<file path="src/rtl/instruction_memory_pkg.sv">
// Shared types and constants for the 8 x 12-bit instruction store.
package instruction_memory_pkg;
   localparam int IMEM_DEPTH  = 8;
   localparam int IMEM_WIDTH  = 12;
   localparam int IMEM_ADDR_W = 3;

   typedef logic [IMEM_WIDTH-1:0]  instr_t;
   typedef logic [IMEM_ADDR_W-1:0] imem_addr_t;
   typedef instr_t [IMEM_DEPTH-1:0] program_t;

   // Program image restored on reset: every word is a zero instruction.
   localparam program_t DEFAULT_PROGRAM = '0;
endpackage

</file>
<file path="src/rtl/instruction_memory_write_ptr.sv">
// imem_write_ptr: 3-bit wrapping load pointer, advances once per enabled clock.
module imem_write_ptr
   import instruction_memory_pkg::*;
(
   input  logic       clk,
   input  logic       reset,
   input  logic       en,
   output imem_addr_t ptr
);

   // Natural 3-bit overflow gives the modulo-8 wrap.
   always_ff @(posedge clk or posedge reset) begin
      if (reset)   ptr <= '0;
      else if (en) ptr <= ptr + 1'b1;
   end

endmodule

</file>
<file path="src/rtl/instruction_memory.sv">
// instruction_memory: 8 x 12-bit instruction store, combinational read by
// index, sequential program load through an internal write pointer.
// Optional macro INSTR_MEM_WRITE_BYPASS_EN forwards new_instruction to out
// when the read index hits the word being loaded this cycle.
module instruction_memory
   import instruction_memory_pkg::*;
(
   input  imem_addr_t index,
   input  instr_t     new_instruction,
   input  logic       load,
   input  logic       clk,
   input  logic       reset,
   output instr_t     out
);

   localparam int DEPTH = IMEM_DEPTH;
   localparam int WIDTH = IMEM_WIDTH;

   program_t   mem;
   imem_addr_t wr_ptr;

   imem_write_ptr u_wr_ptr (
      .clk   (clk),
      .reset (reset),
      .en    (load),
      .ptr   (wr_ptr)
   );

   // Store one word at the load pointer; reset restores the default program.
   always_ff @(posedge clk or posedge reset) begin
      if (reset)     mem <= DEFAULT_PROGRAM;
      else if (load) mem[wr_ptr] <= new_instruction;
   end

   // Zero-latency read; index only ever selects, it never addresses writes.
`ifdef INSTR_MEM_WRITE_BYPASS_EN
   always_comb begin
      out = mem[index];
      if (load && !reset && (index == wr_ptr)) out = new_instruction;
   end
`else
   always_comb begin
      out = mem[index];
   end
`endif

endmodule

</file>
<file path="config.mk">
export PLATFORM = sky130hd
export DESIGN_NAME = instruction_memory
export DESIGN_NICKNAME = d
export VERILOG_FILES = /design/src/rtl/instruction_memory_pkg.sv /design/src/rtl/instruction_memory_write_ptr.sv /design/src/rtl/instruction_memory.sv
export SDC_FILE = /design/constraint.sdc
export NUM_CORES = 1
export LEC_CHECK = 0
export CORE_UTILIZATION = 44
export CTS_CLUSTER_SIZE = 25
export DETAILED_ROUTE_END_ITERATION = 8
export GPL_TIMING_DRIVEN = 0
export PLACE_DENSITY = 0.68
export SYNTH_ARGS = -nofsm -noshare
export SYNTH_HDL_FRONTEND = slang
export SYNTH_SLANG_ARGS = --single-unit
</file>
<file path="constraint.sdc">
create_clock -name clk -period 3.2 [get_ports clk]
set_input_delay 0.32 -clock clk [delete_from_list [all_inputs] [get_ports clk]]
set_output_delay 0.32 -clock clk [all_outputs]
set_load 0.03 [all_outputs]
</file>
==> results of run 1 <==
path summary, 6_finish.rpt:
kind	to	slack [ps]	from	depth (start not counted)
worst max-delay path	out[8]	590	index[1]	4
worst max register to register	mem[7]	1370	u_wr_ptr.ptr[0]	4
worst min register to register	mem[76]	500	mem[76]	1
min in group clk	mem[76]	500	mem[76]	1
worst min-delay path	mem[75]	350	reset	2
max in group asynchronous	mem[72]	2170	reset	3
sequential cells by signal, indices dropped and copies added, names as in the netlist:
register and cells:
u_wr_ptr.ptr 3, mem 96
area by class of cell:
cell class | count | area (sq um) | share of cell area, %
Multi-Input combinational cell | 145 | 1954 | 37.31
Sequential cell | 99 | 2477 | 47.30
Clock inverter | 5 | 77.57 | 1.481
Tap cell | 133 | 166.4 | 3.177
Timing Repair Buffer | 28 | 297.8 | 5.686
Clock buffer | 11 | 131.4 | 2.508
Buffer | 18 | 126.4 | 2.413
Inverter | 1 | 6.256 | 0.1194
synth_stat cells:
| cell type | number |
|---|---|
| nand2_1 | 1 |
| nor4b_2 | 1 |
| nand4b_1 | 3 |
| mux4_2 | 6 |
| xnor2_1 | 1 |
| inv_1 | 1 |
| ha_1 | 1 |
| mux4_1 | 18 |
| dfrtp_1 | 99 |
| xor2_1 | 1 |
| and4bb_2 | 3 |
| buf_2 | 11 |
| mux2_2 | 109 |
| nand4_1 | 1 |
| buf_6 | 5 |
| buf_4 | 2 |
worst register-to-register path: stages (launching register included):
cell	delay, ps
dfrtp_1	390
buf_2	170
nor4b_2	480
buf_4	320
mux2_2	360
stage by stage:
stage	power, W	hold WS (ps)	util [%]	setup WS, ps	instance area, sq um
3_3_place_gp	0.003907	479.8	50.44	-1232	4999
4_1_cts	0.004855	373.1	52.85	612.5	5238
5_1_grt	0.005101	424.5	52.85	546.9	5238
3_5_place_dp	0.003997	484.7	50.74	619.8	5029
6_report	0.004814	354.0	52.85	592.6	5238
2_1_floorplan	0.003485	470.3	-	289.6	4562
metal layers:
metal  global-route usage [%]  wire length, um
met4                    5.510              110
met2                    29.00             4265
met3                    3.084              226
met1                    25.62             4407
met5                        0                0
power groups by stage:
stage | registers [W] | logic, W | clock network [W]
final | 0.00217 | 0.00177 | 0.000871
after global routing | 0.00226 | 0.00191 | 0.000930
after CTS | 0.00217 | 0.00180 | 0.000884
after detailed placement | 0.00220 | 0.00180 | 0
after global placement | 0.00217 | 0.00174 | 0
after floorplan | 0.00209 | 0.00139 | 0
logic make-up after synthesis:
family                     synth area share, %
muxes                                    40.24
DFF                                      54.31
buffers and inverters                    2.852
and+or+nand+nor                          1.947
xor gates and xnor gates                0.3841
adders and majority gates               0.2742
==> key figures, run 1 <==
Place
  • Routability cong.: 0.6846
  • PortBufs: 27
  • DP Wirelength: 5699 um
  • Placed Cells incl. Taps: 424

Timing
  • Fin crit period: 2607 ps
  • Slew @ Worst Pin: 529.1 ps
  • Fin. max-slew vios: 0
  • Final setup vio count: 0
  • Hold Fails Final Rpt: 0
  • Fin crit share: 81.48%
  • Max Clk Rate: 0.3835 GHz
  • Setup TNS: 0 ps
  • Slew HR: 64.72%
  • RSZ-0062 raised after global routing: false
  • Clk_skew: 6.914 ps

Hold path
  • Worst hold path type: in2async

Clock tree
  • CTS clk-pin slew, worst paths: 90 ps
  • Post-CTS Setup Bufs: 0
  • Cts repair resizes: 0
  • Clk sinks: 99
  • CTS tree: yes
  • Total CTS buffers: 9
  • H-tree depth: 3
  • Cts hold-fix bufs: 0
  • Clock tree buffer depth: 2
  • Skew-Pair Late Insertion Delay: 360 ps
  • Root Driver: clkbuf_8

Setup path
  • Crit-path max FO: 10
  • Largest stage delay, worst path: 590 ps
  • Worst path slowest cell: clkdlybuf4s50_1
  • WS Path Type: in2out
  • Largest delay share family, worst path: buffers and inverters
  • Bufs and invs on worst path: 3
  • Critical Path AT: 2290 ps
  • Req. time, crit path: 2880 ps
  • Critical path launch point type: input port
  • Most common cell on crit path: clkdlybuf4s50_1
  • CP Cell Sequence: clkdlybuf4s50_1 -> buf_2 -> mux2_2 -> clkdlybuf4s50_1
  • Endpoint type of the worst setup path: output port

Synthesis
  • Syn Area/Cell: 17.35 sq um
  • Sequential element share of the synthesized area: 54.31%
  • Synth area leader: dfrtp_1
  • Yosys reg bits: 99
  • Syn nets: 282
  • Synth cell types: 16
  • Post-synth top area share: 54.31%
  • Synth Instances: 263
  • Yosys Warn Count: 0
  • Cell Area, Synth: 4562 sq um
  • Top post-synthesis cells by area: dfrtp_1 (54%), mux2_2 (27%), mux4_1 (10%)

Die
  • Core ar.: 9910 sq um
  • IO Pins: 30
  • Num rows: 36
  • Die height: 103.8 um
  • DIE AREA: 10780 sq um
  • Die Wd: 103.8 um
  • Initial Util: 46.04%

Cells and area
  • P&R area growth vs syn: 14.81%
  • Commonest non-fill, non-tap cell in the layout: mux2_2
  • Non-Filler Instances: 440
  • Fillcell total: 842
  • Diode count: 0
  • Most frequent cells in the layout: mux2_2 (109), dfrtp_1 (99), clkdlybuf4s50_1 (27)
  • Share of cells above drive strength 1: 49.84%
  • Fin nets: 321

GRT
  • Largest net degree at the start of global routing: 61
  • All-Layer GR Usage: 18.20%
  • Total congestion overflow: 0
  • Vias in the first global route: 2614
  • Initial antenna violation count: 0
  • Global-route wire length before repair: 14750 um

Routing
  • # DRC: 0
  • Total Wirelength: 9009 um
  • DR WL/cell: 20.48 um
  • First-pass DRT Iterations: 4
  • DR iter-0 viols: 69
  • Post-DRT Antenna Nets: 0
  • Vias/cell: 5.520
  • Total number of vias: 2429

Power and ir drop
  • Clock network power share: 18.1%
  • Pint: 0.003413 W
  • Sequential power share: 45.1%
  • Comb pwr share: 36.9%
  • Power density over cell area: 919.2 nW/um^2
  • Net switching power: 0.001401 W
  • Pleak: 2.219 nW
  • VDD IR-drop max: 0.3298 mV
  • Sw frac: 29.11%

Job
  • Max-cap violations: 0

Status
  • Status: finished, final reports clean
Power figures use the tool's default switching activity.
==> inputs of run 2 (changes only) <==
Settings changed: PLACE_DENSITY 0.68 to 0.71.
Clock period 3.2 ns to 2.15 ns, I/O delays scaled along.
==> run 2 against run 1 <==
Against the previous run:
- combinational power up 44%
- sequential power is 49% higher
- clock-buffer cell count did not move
- die area is the same
- power up 42%
==> key figures, run 2 (synthesized netlist as in run 1, its figures left out) <==
Cells and area
  • Final design utilization: 52.42% (-0.43 points)
  • Reg with most FFs: mem
  • Share of cells above drive strength 1: 50.97% (+1.1 points)
  • Area taken by multi-input logic gates: 1954 sq um (unchanged)
  • Commonest non-fill, non-tap cell in the layout: mux2_2
  • Most frequent cells in the layout: mux2_2 (109), dfrtp_1 (99), mux4_1 (18)
  • Max FFs per register: 96 (unchanged)
  • Fin nets: 322 (+0.31%)
  • Final instance area: 5195 sq um (-0.81%)
  • Top flop regs: mem x96, u_wr_ptr.ptr x3
  • Fillcell total: 840 (-0.24%)
  • Reg area: 2477 sq um (unchanged)
  • Non-Filler Instances: 441 (+0.23%)
  • P&R area growth vs syn: 13.88%
  • Diode count: 0 (unchanged)

Die
  • DIE AREA: 10780 sq um (unchanged)
  • Initial Util: 46.04% (unchanged)
  • Die height: 103.8 um (unchanged)
  • Die Wd: 103.8 um (unchanged)
  • IO Pins: 30 (unchanged)
  • Num rows: 36 (unchanged)
  • Core ar.: 9910 sq um (unchanged)

Clock tree
  • Clock tree buffer depth: 2 (unchanged)
  • Clk sinks: 99 (unchanged)
  • H-tree depth: 3 (unchanged)
  • Root Driver: clkbuf_8
  • CTS tree: yes
  • Post-CTS Setup Bufs: 0 (unchanged)
  • Total CTS buffers: 9 (unchanged)
  • CTS clk-pin slew, worst paths: 100 ps (about the same)
  • Skew-Pair Late Insertion Delay: 360 ps (about the same)

Setup path
  • Critical Path AT: 1870 ps (-420 ps)
  • Endpoint type of the worst setup path: output port
  • Critical path launch point type: flip-flop
  • WS Path Type: reg2out
  • Req. time, crit path: 1930 ps (-950 ps)
  • Crit-path max FO: 2 (-8)
  • RR Startpoint: u_wr_ptr.ptr[0]
  • R2R Setup Slk: 240 ps (-1130 ps)
  • Reg2Reg Depth: 4 (unchanged)
  • Largest stage delay, worst path: 520 ps (-70 ps)
  • CP Cell Sequence: mux4_1 -> mux2_2 -> clkdlybuf4s15_1
  • Largest delay share family, worst path: multiplexers
  • Bufs and invs on worst path: 1 (-2)
  • Worst path slowest cell: mux4_1
  • FF-to-FF End: mem[7]

Routing
  • First-pass DRT Iterations: 4 (unchanged)
  • Post-DRT Antenna Nets: 0 (unchanged)
  • DR iter-0 viols: 77 (+12%)
  • Total number of vias: 2414 (-0.62%)
  • Total Wirelength: 8780 um (-2.5%)
  • DR WL/cell: 19.91 um (-2.8%)
  • Vias/cell: 5.474 (-0.84%)
  • # DRC: 0 (unchanged)

Timing
  • Fin. max-slew vios: 0 (unchanged)
  • Max Clk Rate: 0.4788 GHz
  • Hold Fails Final Rpt: 0 (unchanged)
  • Fin crit period: 2089 ps
  • Slew @ Worst Pin: 656.2 ps (+127.0 ps)
  • Slew HR: 56.16% (-8.6 points)
  • RSZ-0062 raised after global routing: false
  • Setup TNS: 0 ps (unchanged)
  • Final setup vio count: 0 (unchanged)
  • Fin crit share: 97.15%
  • Clk_skew: 15.53 ps (+8.618 ps)

Power and ir drop
  • Power density over cell area: 1313 nW/um^2 (+43%)
  • VDD IR-drop max: 0.4411 mV (+34%)
  • Pleak: 2.209 nW (-0.46%)
  • Total Power: 0.006821 W (+42%)

GRT
  • Largest net degree at the start of global routing: 42 (-31%)
  • Total congestion overflow: 0 (unchanged)
  • Vias in the first global route: 2595 (-0.73%)
  • All-Layer GR Usage: 17.91% (-0.29 points)
  • Initial antenna violation count: 0 (unchanged)
  • Global-route wire length before repair: 14590 um (-1.1%)

Hold path
  • Worst hold path type: in2async

Job
  • Max-cap violations: 0 (unchanged)

Place
  • PortBufs: 27 (unchanged)
  • Placed Cells incl. Taps: 425 (+0.24%)
  • Placed instance area: 5042 sq um (+0.27%)
  • DP Wirelength: 5819 um (+2.1%)
  • Routability cong.: 0.6966 (+1.8%)

Status
  • Status: finished, final reports clean
## run 2: where the power goes
group,internal [W],switching (W)
Sequential,0.00280,0.000423
Clock,0.000426,0.000626
Combinational,0.00153,0.00101
## run 2: worst max path at each step
stage,startpoint,endpoint,cells past startpoint
floorplan,index[0],out[10],4
CTS,mem[23],out[11],3
finish,mem[73],out[1],3
detailed placement,index[1],out[1],4
global route,mem[12],out[0],3
global placement,index[1],out[7],4
## run 2: stage by stage
step / setup slack, ps / hold WS, ps
global placement: -218.4 / 478.7
global route: 2.499 / 328.9
finish: 61.34 / 289.2
CTS: 22.32 / 297.5
floorplan: 588.8 / 365.4
detailed placement: -216.7 / 484.6
## run 2: final cells by class
cell class	instances	share of cell area, %
flip-flops and latches	99	47.69
multi-input cells	145	37.62
repair buffers	29	5.564
well taps	133	3.203
clock buffers	11	2.529
plain buffers	18	2.481
clock inverters	5	0.7707
inverters	1	0.1445
## run 2: timing repair
action                                  in CTS  in global routing
gates resized for setup                     13                 10
hold buffers                                 0                  0
endpoints found under the setup margin      12                  7
endpoints found under the hold margin        0                  0
cloned                                       0                  0
## run 2: routing by layer
metal  vias up  share of wire [%]  global-route usage, %
met3        11                3.1                  3.021
met2        38                 49                  28.33
met5         -                  0                      0
met1      1282                 47                  24.87
li1       1083                  -                      -
met4         0               0.98                  6.735
